===== config.mk =====
export PLATFORM = sky130hd
export DESIGN_NAME = cp0_ctrl_unit_flat
export DESIGN_NICKNAME = d
export VERILOG_FILES = /design/src/rtl/cp0_pkg.sv /design/src/rtl/cp0_ctrl_unit_if.sv /design/src/rtl/cp0_timer.sv /design/src/rtl/cp0_ctrl_unit.sv /design/src/flat_wrapper.sv
export SDC_FILE = /design/constraint.sdc
export NUM_CORES = 1
export LEC_CHECK = 0
export ABC_AREA = 1
export CORE_MARGIN = 3
export CORE_UTILIZATION = 33
export DETAILED_ROUTE_END_ITERATION = 10
export HOLD_SLACK_MARGIN = 0.08
export PLACE_DENSITY_LB_ADDON = 0.08
export SYNTH_ARGS = -nofsm -noshare
export SYNTH_HDL_FRONTEND = slang
export SYNTH_SLANG_ARGS = --single-unit

===== constraint.sdc =====
create_clock -name clk -period 2.2 [get_ports clk]
set_clock_uncertainty 0.2 [all_clocks]
set_input_delay 0.44 -clock clk [delete_from_list [all_inputs] [get_ports clk]]
set_output_delay 0.44 -clock clk [all_outputs]
set_load 0.005 [all_outputs]

===== src/rtl/cp0_pkg.sv =====
// Shared CP0 definitions: register numbers, exception codes, the exception
// vector and the bit positions of the Status and Cause fields.
package cp0_pkg;

  // CP0 register numbers (sel is always 0)
  localparam logic [4:0] CP0_BADVADDR = 5'd8;
  localparam logic [4:0] CP0_COUNT    = 5'd9;
  localparam logic [4:0] CP0_COMPARE  = 5'd11;
  localparam logic [4:0] CP0_STATUS   = 5'd12;
  localparam logic [4:0] CP0_CAUSE    = 5'd13;
  localparam logic [4:0] CP0_EPC      = 5'd14;

  // ExcCode values
  localparam logic [4:0] EXC_INT  = 5'd0;
  localparam logic [4:0] EXC_ADEL = 5'd4;
  localparam logic [4:0] EXC_ADES = 5'd5;
  localparam logic [4:0] EXC_SYS  = 5'd8;
  localparam logic [4:0] EXC_BP   = 5'd9;
  localparam logic [4:0] EXC_RI   = 5'd10;
  localparam logic [4:0] EXC_OV   = 5'd12;

  localparam logic [31:0] EXC_VECTOR = 32'hBFC0_0380;

  // Status bit positions
  localparam int ST_IE    = 0;
  localparam int ST_EXL   = 1;
  localparam int ST_IM_LO = 8;
  localparam int ST_BEV   = 22;

  // Cause bit positions
  localparam int CA_EXC_LO = 2;
  localparam int CA_IP_LO  = 8;
  localparam int CA_TI     = 30;
  localparam int CA_BD     = 31;

endpackage


===== src/rtl/cp0_ctrl_unit_if.sv =====
// Commit-side bus between the pipeline and the CP0 block.
// Handshake: there is no backpressure. cmt_valid qualifies every cmt_* and
// mtc0_* field in the same cycle; flush is a one-cycle pulse and flush_pc is
// meaningful only while flush = 1. mfc0_rdata, int_pending and epc_q are
// always valid (combinational / register state).
// master: pipeline side, slave: CP0 side.
interface cp0_ctrl_unit_if #(
  parameter int HW_INT_NUM = 6
);
  logic [HW_INT_NUM-1:0] hw_int;
  logic                  cmt_valid;
  logic [31:0]           cmt_pc;
  logic                  cmt_bd;
  logic                  cmt_exc;
  logic [4:0]            cmt_excode;
  logic [31:0]           cmt_badv;
  logic                  cmt_eret;
  logic                  mtc0_en;
  logic [4:0]            mtc0_addr;
  logic [31:0]           mtc0_wdata;
  logic [4:0]            mfc0_addr;
  logic [31:0]           mfc0_rdata;
  logic                  int_pending;
  logic                  flush;
  logic [31:0]           flush_pc;
  logic [31:0]           epc_q;

  modport master (
    output hw_int, cmt_valid, cmt_pc, cmt_bd, cmt_exc, cmt_excode, cmt_badv,
           cmt_eret, mtc0_en, mtc0_addr, mtc0_wdata, mfc0_addr,
    input  mfc0_rdata, int_pending, flush, flush_pc, epc_q
  );

  modport slave (
    input  hw_int, cmt_valid, cmt_pc, cmt_bd, cmt_exc, cmt_excode, cmt_badv,
           cmt_eret, mtc0_en, mtc0_addr, mtc0_wdata, mfc0_addr,
    output mfc0_rdata, int_pending, flush, flush_pc, epc_q
  );
endinterface


===== src/rtl/cp0_timer.sv =====
// Count/Compare timer. Count advances once every COUNT_DIV clocks; a match
// on an increment cycle sets the sticky timer interrupt, which only a write
// to Compare clears (the clear wins over a coincident set).
// Ports: clk, resetn (sync, active-low), count_we/compare_we write strobes,
// wdata, count/compare register values, timer_irq (TI).
module cp0_timer #(
  parameter int          COUNT_DIV   = 2,
  parameter logic [31:0] COMPARE_RST = 32'hFFFF_FFFF
) (
  input  logic        clk,
  input  logic        resetn,
  input  logic        count_we,
  input  logic        compare_we,
  input  logic [31:0] wdata,
  output logic [31:0] count,
  output logic [31:0] compare,
  output logic        timer_irq
);
  localparam int PW = (COUNT_DIV > 1) ? $clog2(COUNT_DIV) : 1;
  localparam logic [PW-1:0] PH_LAST = PW'(COUNT_DIV - 1);

  logic [PW-1:0] phase;
  logic          tick;

  assign tick = (phase == PH_LAST);

  always_ff @(posedge clk) begin
    if (!resetn) begin
      count     <= '0;
      phase     <= '0;
      compare   <= COMPARE_RST;
      timer_irq <= 1'b0;
    end else begin
      if (count_we) begin
        count <= wdata;
        phase <= '0;
      end else if (tick) begin
        count <= count + 32'd1;
        phase <= '0;
      end else begin
        phase <= phase + PW'(1);
      end

      if (compare_we)
        compare <= wdata;

      // A Count write suppresses the increment, so no match can fire then.
      if (compare_we)
        timer_irq <= 1'b0;
      else if (tick && !count_we && (count == compare))
        timer_irq <= 1'b1;
    end
  end
endmodule


===== src/rtl/cp0_ctrl_unit.sv =====
// CP0 system-control block at the commit point. Holds Status, Cause, EPC,
// BadVAddr and (via cp0_timer) Count/Compare; arbitrates interrupt >
// exception > ERET > MTC0 for the committing instruction and raises a
// one-cycle flush with its redirect target.
// Ports: clk, resetn (sync, active-low), bus (cp0_ctrl_unit_if.slave).
module cp0_ctrl_unit
  import cp0_pkg::*;
#(
  parameter int          HW_INT_NUM  = 6,
  parameter int          COUNT_DIV   = 2,
  parameter logic [31:0] COMPARE_RST = 32'hFFFF_FFFF
) (
  input  logic               clk,
  input  logic               resetn,
  cp0_ctrl_unit_if.slave     bus
);
  logic [7:0]  im;
  logic        exl, ie;
  logic        bd;
  logic [4:0]  exccode;
  logic [1:0]  ip_soft;
  logic [5:0]  hw_q;
  logic [31:0] epc, badvaddr;
  logic [31:0] count, compare;
  logic        ti;

  logic [5:0]  hw_ext;
  logic [5:0]  ip_hard;
  logic [7:0]  ip;
  logic        take_int, take_exc, take_eret, do_mtc0;
  logic        count_we, compare_we;
  logic [31:0] status_rd, cause_rd;

  // Unused interrupt lines read as 0; with 6 lines the top one shares IP7.
  always_comb begin
    hw_ext = '0;
    hw_ext[HW_INT_NUM-1:0] = bus.hw_int;
  end

  assign ip_hard = {hw_q[5] | ti, hw_q[4:0]};
  assign ip      = {ip_hard, ip_soft};

  assign bus.int_pending = ie & ~exl & (|(ip & im));

  assign take_int  = bus.cmt_valid & bus.int_pending;
  assign take_exc  = bus.cmt_valid & ~bus.int_pending & bus.cmt_exc;
  assign take_eret = bus.cmt_valid & ~bus.int_pending & ~bus.cmt_exc & bus.cmt_eret;
  assign do_mtc0   = bus.cmt_valid & bus.mtc0_en & ~take_int & ~take_exc & ~take_eret;

  assign count_we   = do_mtc0 & (bus.mtc0_addr == CP0_COUNT);
  assign compare_we = do_mtc0 & (bus.mtc0_addr == CP0_COMPARE);

  assign bus.flush    = resetn & (take_int | take_exc | take_eret);
  assign bus.flush_pc = take_eret ? epc : EXC_VECTOR;
  assign bus.epc_q    = epc;

  cp0_timer #(
    .COUNT_DIV   (COUNT_DIV),
    .COMPARE_RST (COMPARE_RST)
  ) u_timer (
    .clk        (clk),
    .resetn     (resetn),
    .count_we   (count_we),
    .compare_we (compare_we),
    .wdata      (bus.mtc0_wdata),
    .count      (count),
    .compare    (compare),
    .timer_irq  (ti)
  );

  always_ff @(posedge clk) begin
    if (!resetn) begin
      im       <= '0;
      exl      <= 1'b0;
      ie       <= 1'b0;
      bd       <= 1'b0;
      exccode  <= '0;
      ip_soft  <= '0;
      hw_q     <= '0;
      epc      <= '0;
      badvaddr <= '0;
    end else begin
      hw_q <= hw_ext;
      if (take_int || take_exc) begin
        // Nested exceptions keep the original return point.
        if (!exl) begin
          epc <= bus.cmt_bd ? bus.cmt_pc - 32'd4 : bus.cmt_pc;
          bd  <= bus.cmt_bd;
        end
        exl     <= 1'b1;
        exccode <= take_int ? EXC_INT : bus.cmt_excode;
        if (take_exc && (bus.cmt_excode == EXC_ADEL || bus.cmt_excode == EXC_ADES))
          badvaddr <= bus.cmt_badv;
      end else if (take_eret) begin
        exl <= 1'b0;
      end else if (do_mtc0) begin
        case (bus.mtc0_addr)
          CP0_STATUS: begin
            im  <= bus.mtc0_wdata[ST_IM_LO +: 8];
            exl <= bus.mtc0_wdata[ST_EXL];
            ie  <= bus.mtc0_wdata[ST_IE];
          end
          CP0_CAUSE: ip_soft <= bus.mtc0_wdata[CA_IP_LO +: 2];
          CP0_EPC:   epc     <= bus.mtc0_wdata;
          default: ;
        endcase
      end
    end
  end

  always_comb begin
    status_rd = '0;
    status_rd[ST_BEV]        = 1'b1;
    status_rd[ST_IM_LO +: 8] = im;
    status_rd[ST_EXL]        = exl;
    status_rd[ST_IE]         = ie;
    cause_rd = '0;
    cause_rd[CA_BD]          = bd;
    cause_rd[CA_TI]          = ti;
    cause_rd[CA_IP_LO +: 8]  = ip;
    cause_rd[CA_EXC_LO +: 5] = exccode;
  end

  always_comb begin
    case (bus.mfc0_addr)
      CP0_BADVADDR: bus.mfc0_rdata = badvaddr;
      CP0_COUNT:    bus.mfc0_rdata = count;
      CP0_COMPARE:  bus.mfc0_rdata = compare;
      CP0_STATUS:   bus.mfc0_rdata = status_rd;
      CP0_CAUSE:    bus.mfc0_rdata = cause_rd;
      CP0_EPC:      bus.mfc0_rdata = epc;
      default:      bus.mfc0_rdata = '0;
    endcase
  end
endmodule


===== src/flat_wrapper.sv =====
// flat-port wrapper written by rule: the top's interface ports become plain ports
module cp0_ctrl_unit_flat import cp0_pkg::*;
#(
  parameter int          HW_INT_NUM  = 6,
  parameter int          COUNT_DIV   = 2,
  parameter logic [31:0] COMPARE_RST = 32'hFFFF_FFFF
)
  (clk, resetn, bus_hw_int, bus_cmt_valid, bus_cmt_pc, bus_cmt_bd, bus_cmt_exc, bus_cmt_excode, bus_cmt_badv, bus_cmt_eret, bus_mtc0_en, bus_mtc0_addr, bus_mtc0_wdata, bus_mfc0_addr, bus_mfc0_rdata, bus_int_pending, bus_flush, bus_flush_pc, bus_epc_q);
  cp0_ctrl_unit_if #(.HW_INT_NUM(HW_INT_NUM)) bus_i ();
  input  logic clk;
  input  logic resetn;
  input wire logic [$bits(bus_i.hw_int)-1:0] bus_hw_int;
  input wire logic [$bits(bus_i.cmt_valid)-1:0] bus_cmt_valid;
  input wire logic [$bits(bus_i.cmt_pc)-1:0] bus_cmt_pc;
  input wire logic [$bits(bus_i.cmt_bd)-1:0] bus_cmt_bd;
  input wire logic [$bits(bus_i.cmt_exc)-1:0] bus_cmt_exc;
  input wire logic [$bits(bus_i.cmt_excode)-1:0] bus_cmt_excode;
  input wire logic [$bits(bus_i.cmt_badv)-1:0] bus_cmt_badv;
  input wire logic [$bits(bus_i.cmt_eret)-1:0] bus_cmt_eret;
  input wire logic [$bits(bus_i.mtc0_en)-1:0] bus_mtc0_en;
  input wire logic [$bits(bus_i.mtc0_addr)-1:0] bus_mtc0_addr;
  input wire logic [$bits(bus_i.mtc0_wdata)-1:0] bus_mtc0_wdata;
  input wire logic [$bits(bus_i.mfc0_addr)-1:0] bus_mfc0_addr;
  output wire logic [$bits(bus_i.mfc0_rdata)-1:0] bus_mfc0_rdata;
  output wire logic [$bits(bus_i.int_pending)-1:0] bus_int_pending;
  output wire logic [$bits(bus_i.flush)-1:0] bus_flush;
  output wire logic [$bits(bus_i.flush_pc)-1:0] bus_flush_pc;
  output wire logic [$bits(bus_i.epc_q)-1:0] bus_epc_q;
  assign bus_i.hw_int = bus_hw_int;
  assign bus_i.cmt_valid = bus_cmt_valid;
  assign bus_i.cmt_pc = bus_cmt_pc;
  assign bus_i.cmt_bd = bus_cmt_bd;
  assign bus_i.cmt_exc = bus_cmt_exc;
  assign bus_i.cmt_excode = bus_cmt_excode;
  assign bus_i.cmt_badv = bus_cmt_badv;
  assign bus_i.cmt_eret = bus_cmt_eret;
  assign bus_i.mtc0_en = bus_mtc0_en;
  assign bus_i.mtc0_addr = bus_mtc0_addr;
  assign bus_i.mtc0_wdata = bus_mtc0_wdata;
  assign bus_i.mfc0_addr = bus_mfc0_addr;
  assign bus_mfc0_rdata = bus_i.mfc0_rdata;
  assign bus_int_pending = bus_i.int_pending;
  assign bus_flush = bus_i.flush;
  assign bus_flush_pc = bus_i.flush_pc;
  assign bus_epc_q = bus_i.epc_q;
  cp0_ctrl_unit #(.HW_INT_NUM(HW_INT_NUM), .COUNT_DIV(COUNT_DIV), .COMPARE_RST(COMPARE_RST)) u_core (.clk(clk), .resetn(resetn), .bus(bus_i));
endmodule

==> results of run 1 <==
## through the flow
stage / util / power [mW] / TNS (ns) / setup slack [ns]
4_1_cts: 0.568 / 7.46 / -27.92 / -0.409
3_5_place_dp: 0.475 / 4.19 / -76.30 / -1.06
5_1_grt: 0.589 / 7.75 / -35.66 / -0.498
3_3_place_gp: 0.475 / 4.19 / -74.74 / -1.08
2_1_floorplan: - / 3.40 / 0 / 0.0338
6_report: 0.589 / 7.56 / -24.45 / -0.452
## layer usage
metal  share of wire  routed length (µm)  track usage  vias up
li1                -                   -            -     6086
met1            0.42               21700        0.397     6143
met2            0.46               23700        0.485      615
met3           0.074                3780       0.0471      131
met4           0.043                2230        0.111        0
met5               0                   0            0        -
## placed cells by master, fill, tap and decap left out, types with 9 or more instances in the layout
master,n
sky130_fd_sc_hd__nor2_1,145
sky130_fd_sc_hd__dfxtp_1,145
sky130_fd_sc_hd__nor2_4,35
sky130_fd_sc_hd__nand2_4,18
sky130_fd_sc_hd__clkdlybuf4s50_1,149
sky130_fd_sc_hd__o211ai_1,32
sky130_fd_sc_hd__a22oi_2,23
sky130_fd_sc_hd__nor3_1,24
sky130_fd_sc_hd__xnor2_1,28
sky130_fd_sc_hd__nand3_2,63
sky130_fd_sc_hd__nand4_1,19
sky130_fd_sc_hd__dfxtp_2,9
sky130_fd_sc_hd__nor2_2,20
sky130_fd_sc_hd__buf_2,49
sky130_fd_sc_hd__xor2_1,32
sky130_fd_sc_hd__buf_16,13
sky130_fd_sc_hd__inv_2,13
sky130_fd_sc_hd__buf_12,40
sky130_fd_sc_hd__o21ai_0,22
sky130_fd_sc_hd__buf_4,175
sky130_fd_sc_hd__buf_8,10
sky130_fd_sc_hd__nand2_2,27
sky130_fd_sc_hd__nand3_1,201
sky130_fd_sc_hd__nand2_1,351
sky130_fd_sc_hd__a21oi_1,42
sky130_fd_sc_hd__inv_1,172
sky130_fd_sc_hd__buf_6,58
sky130_fd_sc_hd__clkbuf_16,23
## cells by family (layout without fill, tap and decap cells)
group,count (synthesis),count (layout),synth area share
other,0,2,0
and+or+nand+nor,925,925,0.405
AOI/OAI and AO/OA,171,171,0.111
xor gates and xnor gates,60,60,0.0529
buffers and inverters,290,734,0.118
adders and majority gates,2,2,0.00252
DFF,154,154,0.310
## registers in the layout (all words and copies together) (netlist names)
signal / flops
u_core.u_timer.phase: 1
u_core.ie: 1
u_core.im: 8
u_core.badvaddr: 32
u_core.hw_q: 6
u_core.ip_soft: 2
u_core.u_timer.count: 32
u_core.bus.epc_q: 32
u_core.u_timer.compare: 32
u_core.u_timer.timer_irq: 1
u_core.exl: 1
u_core.exccode: 5
u_core.bd: 1
## path summary, 6_finish.rpt
kind | from | end
setup / recovery | u_core.im[5] | bus_flush_pc[13]
setup reg to reg | u_core.im[5] | u_core.bus.epc_q[9]
hold reg to reg | u_core.exccode[0] | u_core.exccode[0]
hold / removal | u_core.exccode[0] | u_core.exccode[0]
## final cells by class
class / instances / area, µm²
diodes: 2 / 5.00
clock buffers: 18 / 439
clock inverters: 14 / 139
fillers: 2722 / 12000
inverters: 197 / 800
multi-input cells: 1158 / 6970
flip-flops and latches: 154 / 3090
well taps: 384 / 480
repair buffers: 505 / 5260
## repair_timing
item	in CTS	in global routing
gates cloned	19	7
gates resized for setup	616	145
buffers inserted	63	22
pin swaps	88	53
endpoints found under the setup margin	153	212
## power breakdown
group	switching, mW	internal (mW)
logic	0.810	0.783
registers	0.0778	2.85
clock network	1.49	1.54
total	2.38	5.18
## worst register-to-register path, stage by stage (launching register included)
cell and delay (ns):
sky130_fd_sc_hd__dfxtp_2 0.33, sky130_fd_sc_hd__nand2_2 0.07, sky130_fd_sc_hd__nand2_2 0.07, sky130_fd_sc_hd__nor2_4 0.14
sky130_fd_sc_hd__nand3_4 0.10, sky130_fd_sc_hd__nand2_4 0.08, sky130_fd_sc_hd__buf_4 0.14, sky130_fd_sc_hd__nand2_4 0.05
sky130_fd_sc_hd__nand2_4 0.07, sky130_fd_sc_hd__buf_6 0.11, sky130_fd_sc_hd__buf_12 0.10, sky130_fd_sc_hd__buf_8 0.10
sky130_fd_sc_hd__nor2_4 0.05, sky130_fd_sc_hd__buf_4 0.13, sky130_fd_sc_hd__a21oi_4 0.22, sky130_fd_sc_hd__buf_12 0.16
sky130_fd_sc_hd__buf_16 0.14, sky130_fd_sc_hd__nor2_4 0.03, sky130_fd_sc_hd__nor2_1 0.10
==> impl_metrics.py, run 1 <==
metrics = {
    "outcome": {
        "run_status": "finished with violations",
        "violations_in_the_final_reports": "setup timing",
    },
    "routing": {
        "drc": 0,
        "dr_total_vias": 12975,
        "drtPass1Iterations": 6,
        "routed_wire_length_per_instance_um": 21.1,
        "postRouteWirelength_um": 51400,
        "detail_route.iter0.violations": 1285,
        "vias_per_cell": 5.34,
        "count_of_nets_left_with_antenna_violations_after_detail_routing": 0,
    },
    "logic_synthesis": {
        "postSynthCellCount": 1602,
        "synth.ff_latch_count": 154,
        "average_instance_area_after_synthesis_um2": 6.21,
        "sequential_element_share_of_the_synthesized_area": 0.310,
        "yosys_warnings": 0,
        "mappedNetlistNets": 1728,
        "synthMostInstantiatedCell": "sky130_fd_sc_hd__nand2_1",
        "synth_top_cells_by_count": "sky130_fd_sc_hd__nand2_1, sky130_fd_sc_hd__nand3_1, sky130_fd_sc_hd__inv_1",
        "syn_area_mm2": 0.00994,
        "share_of_the_synthesized_area_in_the_top_cell_type": 0.310,
        "synth-async-reset-ratio": 0,
        "synth-main-ff-cell": "sky130_fd_sc_hd__dfxtp_1",
        "synth_enable_flop_cells": 0,
        "ys_types": 41,
        "netlist_top_cells_area": "sky130_fd_sc_hd__dfxtp_1, sky130_fd_sc_hd__nand2_1, sky130_fd_sc_hd__nand3_1",
        "synth_top_area_cell": "sky130_fd_sc_hd__dfxtp_1",
    },
    "sta": {
        "worst_slew_margin_rel": 0.591,
        "finalSetupViolations": 161,
        "rsz0062_at_grt": "yes",
        "fin_worst_hold_slack_ns": 0.270,
        "achievable-frequency_mhz": 377,
        "maxSlewViolCount": 0,
        "final_period_util": 1.21,
        "post-route-worst-setup-slack_ns": -0.452,
        "worst-slew-pin-transition_ns": 0.614,
        "timing_hold_violations_final": 0,
        "post_layout_min_period_ns": 2.65,
    },
    "finish": {
        "layout-drive-gt1-share": 0.325,
        "final_cell_count_no_fill": 2432,
        "final_design_area_excluding_fillers_mm2": 0.0172,
        "finish.net_count": 2159,
        "area_delta_synth_final_pct": 72.8,
    },
    "worst_setup_path": {
        "critPathMaxFanout": 5,
        "critical_path.top_delay_family": "simple AND/OR/NAND/NOR gates",
        "regToRegSetupSlack_ns": -0.26,
        "buffers_plus_inverters_on_the_worst_setup_path": 4,
        "critical-path-max-stage-delay_ns": 0.33,
        "timing.critical_path.depth": 11,
        "worst_setup_path_start_kind": "register",
        "cp.arrival_ns": 2.01,
        "critical_path_data_required_time_ns": 1.56,
        "rr_worst_depth": 18,
        "criticalPathCategory": "register to output port",
        "worst_setup_path_end_kind": "output port",
        "slowest_cp_cell": "sky130_fd_sc_hd__dfxtp_2",
        "critical_path.cell_chain": "nand2_2 > nand2_2 > nor2_4 > nand3_4 > nand2_4 > nand4_1 > buf_4 > buf_6 > buf_6 > nor2_4 > buf_2",
    },
    "global_route": {
        "grt_pass1_wl_um": 75000,
        "first_global_vias": 12330,
        "initial_antenna_violation_count": 2,
        "pin_count_of_the_biggest_net_entering_global_routing": 107,
        "globalRouteOverflowTotal": 0,
        "grt.total_usage": 0.297,
    },
    "clocking": {
        "clockRootBuffer": "sky130_fd_sc_hd__clkbuf_16",
        "tritoncts_clock_tree": "done",
        "cts_hold_repair.buffers": 0,
        "clkTransAtPathRegs_ns": 0.08,
        "worst_skew_pair.late_latency_ns": 0.45,
        "cts_made_buffers": 17,
        "ctsHtreeMaxLevel": 4,
        "clock_sink_count": 154,
        "cts.path.max_buffers": 2,
    },
    "floorplanning": {
        "design.portCount": 222,
        "die_area_mm2": 0.0323,
        "core-area_mm2": 0.0292,
        "chipHeight_um": 180,
        "initial_core_util": 0.341,
        "die_width_um": 180,
        "number_of_cell_rows": 62,
    },
    "place": {
        "post-place-cells": 2305,
        "gp_routability_congestion": 0.936,
        "buffer_ports.inserted": 221,
        "hpwl_um": 36000,
        "placed_cell_area_mm2": 0.0139,
    },
    "min_path": {
        "hold_path_class": "register to register",
        "worstHoldPathCells": 2,
    },
    "power_and_ir_drop": {
        "cellPowerDensity_mw_per_mm2": 440,
        "power_leakage_nw": 7.82,
        "worst_ir_drop_vdd_uv": 583,
    },
    "flow_run": {
        "maxCapViolCount": 0,
    },
}
Note: power is estimated with default switching activity, not from simulation.
==> inputs of run 2 (changes only) <==
Settings changed: CAP_MARGIN set to 20, REMOVE_ABC_BUFFERS set to 1.
==> run 2 against run 1 <==
- the run still ends with setup timing left
- critical path depth unchanged
- first-iteration DRC count fell by 10%
- power up 1.3%
- clock power up 4%
- maximum frequency is 3.3% higher
- count of clock-buffer cells in the layout decreased by 1
- die area did not move
- flip-flop and latch count unchanged
- worst hold slack worse by 0.0044 ns
- non-clock buffer count is 1 lower
- sequential power about the same
- critical endpoint is now bus_flush_pc[9]
- largest cell class unchanged
==> impl_metrics.py, run 2 (synthesis results as in run 1) <==
metrics = {
    "place": {
        "gp_routability_congestion": 0.913,
        "placed_cell_area_mm2": 0.0140,
        "hpwl_um": 33900,
        "post-place-cells": 2318,
        "buffer_ports.inserted": 221,
    },
    "global_route": {
        "first_global_vias": 12149,
        "globalRouteOverflowTotal": 0,
        "pin_count_of_the_biggest_net_entering_global_routing": 107,
        "grt_pass1_wl_um": 73500,
        "initial_antenna_violation_count": 1,
        "grt.total_usage": 0.291,
    },
    "outcome": {
        "run_status": "finished with violations",
        "violations_in_the_final_reports": "setup timing",
    },
    "floorplanning": {
        "number_of_cell_rows": 62,
        "die_area_mm2": 0.0323,
        "initial_core_util": 0.341,
        "core-area_mm2": 0.0292,
        "chipHeight_um": 180,
        "die_width_um": 180,
        "design.portCount": 222,
    },
    "sta": {
        "post-route-worst-setup-slack_ns": -0.368,
        "achievable-frequency_mhz": 389,
        "final_period_util": 1.17,
        "worst_slew_margin_rel": 0.523,
        "worst-slew-pin-transition_ns": 0.716,
        "maxSlewViolCount": 0,
        "post_layout_min_period_ns": 2.57,
        "finalSetupViolations": 163,
        "rsz0062_at_grt": "yes",
        "timing_hold_violations_final": 0,
    },
    "routing": {
        "dr_total_vias": 12890,
        "count_of_nets_left_with_antenna_violations_after_detail_routing": 0,
        "drc": 0,
        "drtPass1Iterations": 5,
        "detail_route.iter0.violations": 1156,
        "postRouteWirelength_um": 53400,
        "routed_wire_length_per_instance_um": 22.0,
        "vias_per_cell": 5.31,
    },
    "worst_setup_path": {
        "critical_path_data_required_time_ns": 1.56,
        "worst_setup_path_start_kind": "register",
        "critPathMaxFanout": 5,
        "criticalPathCategory": "register to output port",
        "cp.arrival_ns": 1.93,
        "worst_setup_path_end_kind": "output port",
    },
    "finish": {
        "final_core_utilization": 0.590,
        "antenna-diode-count": 0,
        "mostFrequentLayoutCells": "sky130_fd_sc_hd__nand2_1, sky130_fd_sc_hd__nand3_1, sky130_fd_sc_hd__inv_1, sky130_fd_sc_hd__buf_4, sky130_fd_sc_hd__clkdlybuf4s50_1",
        "layout-drive-gt1-share": 0.342,
        "finish.net_count": 2158,
        "layout_commonest_cell": "sky130_fd_sc_hd__nand2_1",
        "final_cell_count_no_fill": 2428,
        "area_delta_synth_final_pct": 73.1,
        "final_design_area_excluding_fillers_mm2": 0.0172,
    },
    "min_path": {
        "hold_path_class": "register to register",
    },
    "power_and_ir_drop": {
        "power_leakage_nw": 7.73,
        "p_total_mw": 7.66,
        "worst_ir_drop_vdd_uv": 518,
        "cellPowerDensity_mw_per_mm2": 445,
    },
    "clocking": {
        "ctsHtreeMaxLevel": 4,
        "clockRootBuffer": "sky130_fd_sc_hd__clkbuf_16",
        "cts_made_buffers": 17,
        "clock_sink_count": 154,
        "clkTransAtPathRegs_ns": 0.07,
        "cts_hold_repair.buffers": 0,
        "worst_skew_pair.late_latency_ns": 0.44,
        "cts.path.max_buffers": 2,
        "tritoncts_clock_tree": "done",
    },
    "flow_run": {
        "maxCapViolCount": 0,
    },
}
run 2: worst paths after layout:
check                           from                  end  slack [ns]  depth (start not counted)
hold / removal    u_core.badvaddr[5]   u_core.badvaddr[5]        0.27                          2
setup reg to reg      u_core.hw_q[2]  u_core.badvaddr[10]       -0.28                         16
hold reg to reg   u_core.badvaddr[5]   u_core.badvaddr[5]        0.27                          2
setup / recovery      u_core.hw_q[2]      bus_flush_pc[9]       -0.37                         11
run 2: metal layers:
layer	GRT usage	vias to the layer above	routed length [µm]	share of wire
li1	-	6086	-	-
met1	0.396	6117	22700	0.43
met2	0.472	582	24500	0.46
met3	0.0525	103	4190	0.078
met4	0.0882	2	1940	0.036
met5	0	-	7	0.00013
run 2: stage by stage:
stage          setup slack, ns  hold slack (ns)  setup TNS (ns)
2_1_floorplan            -1.62            0.241          -85.57
3_3_place_gp            -0.931            0.251          -68.18
3_5_place_dp            -0.975            0.254          -71.15
4_1_cts                 -0.457            0.262          -18.31
5_1_grt                 -0.449            0.279          -41.39
6_report                -0.368            0.265          -26.74
run 2: power breakdown:
group	internal (mW)	total [mW]	switching, mW	leakage [nW]
Sequential	2.85	2.91	0.0609	1.26
Clock	1.72	3.16	1.44	0.298
Combinational	0.755	1.59	0.830	6.17
Total	5.33	7.66	2.33	7.73
run 2: critical path: stages (launching register included):
cell	delay (ns)
sky130_fd_sc_hd__dfxtp_2	0.34
sky130_fd_sc_hd__nand2_2	0.06
sky130_fd_sc_hd__nand2_2	0.06
sky130_fd_sc_hd__nor2_4	0.13
sky130_fd_sc_hd__nand3_4	0.11
sky130_fd_sc_hd__nand2_4	0.07
sky130_fd_sc_hd__nand4_1	0.12
sky130_fd_sc_hd__buf_6	0.22
sky130_fd_sc_hd__inv_6	0.08
sky130_fd_sc_hd__buf_6	0.12
sky130_fd_sc_hd__nand2_1	0.05
sky130_fd_sc_hd__buf_2	0.13
run 2: cell type report:
type                    count  area (µm²)
clock buffers              17         425
clock inverters            14         171
fillers                  2778       12000
inverters                 197         790
multi-input cells        1158        7090
flip-flops and latches    154        3100
well taps                 384         480
repair buffers            504        5150
run 2: repair_timing:
item	in CTS	in global routing
gates resized for setup	503	292
gates cloned	11	22
pin swaps	47	87
setup buffers	38	18
endpoints found under the setup margin	121	202
hold endpoints to repair	0	0
==> inputs of run 3 (changes only) <==
Settings changed: SLEW_MARGIN set to 20.
==> results of run 3 <==
Same layout as run 2: the final DEF is identical, and so are final timing and power.
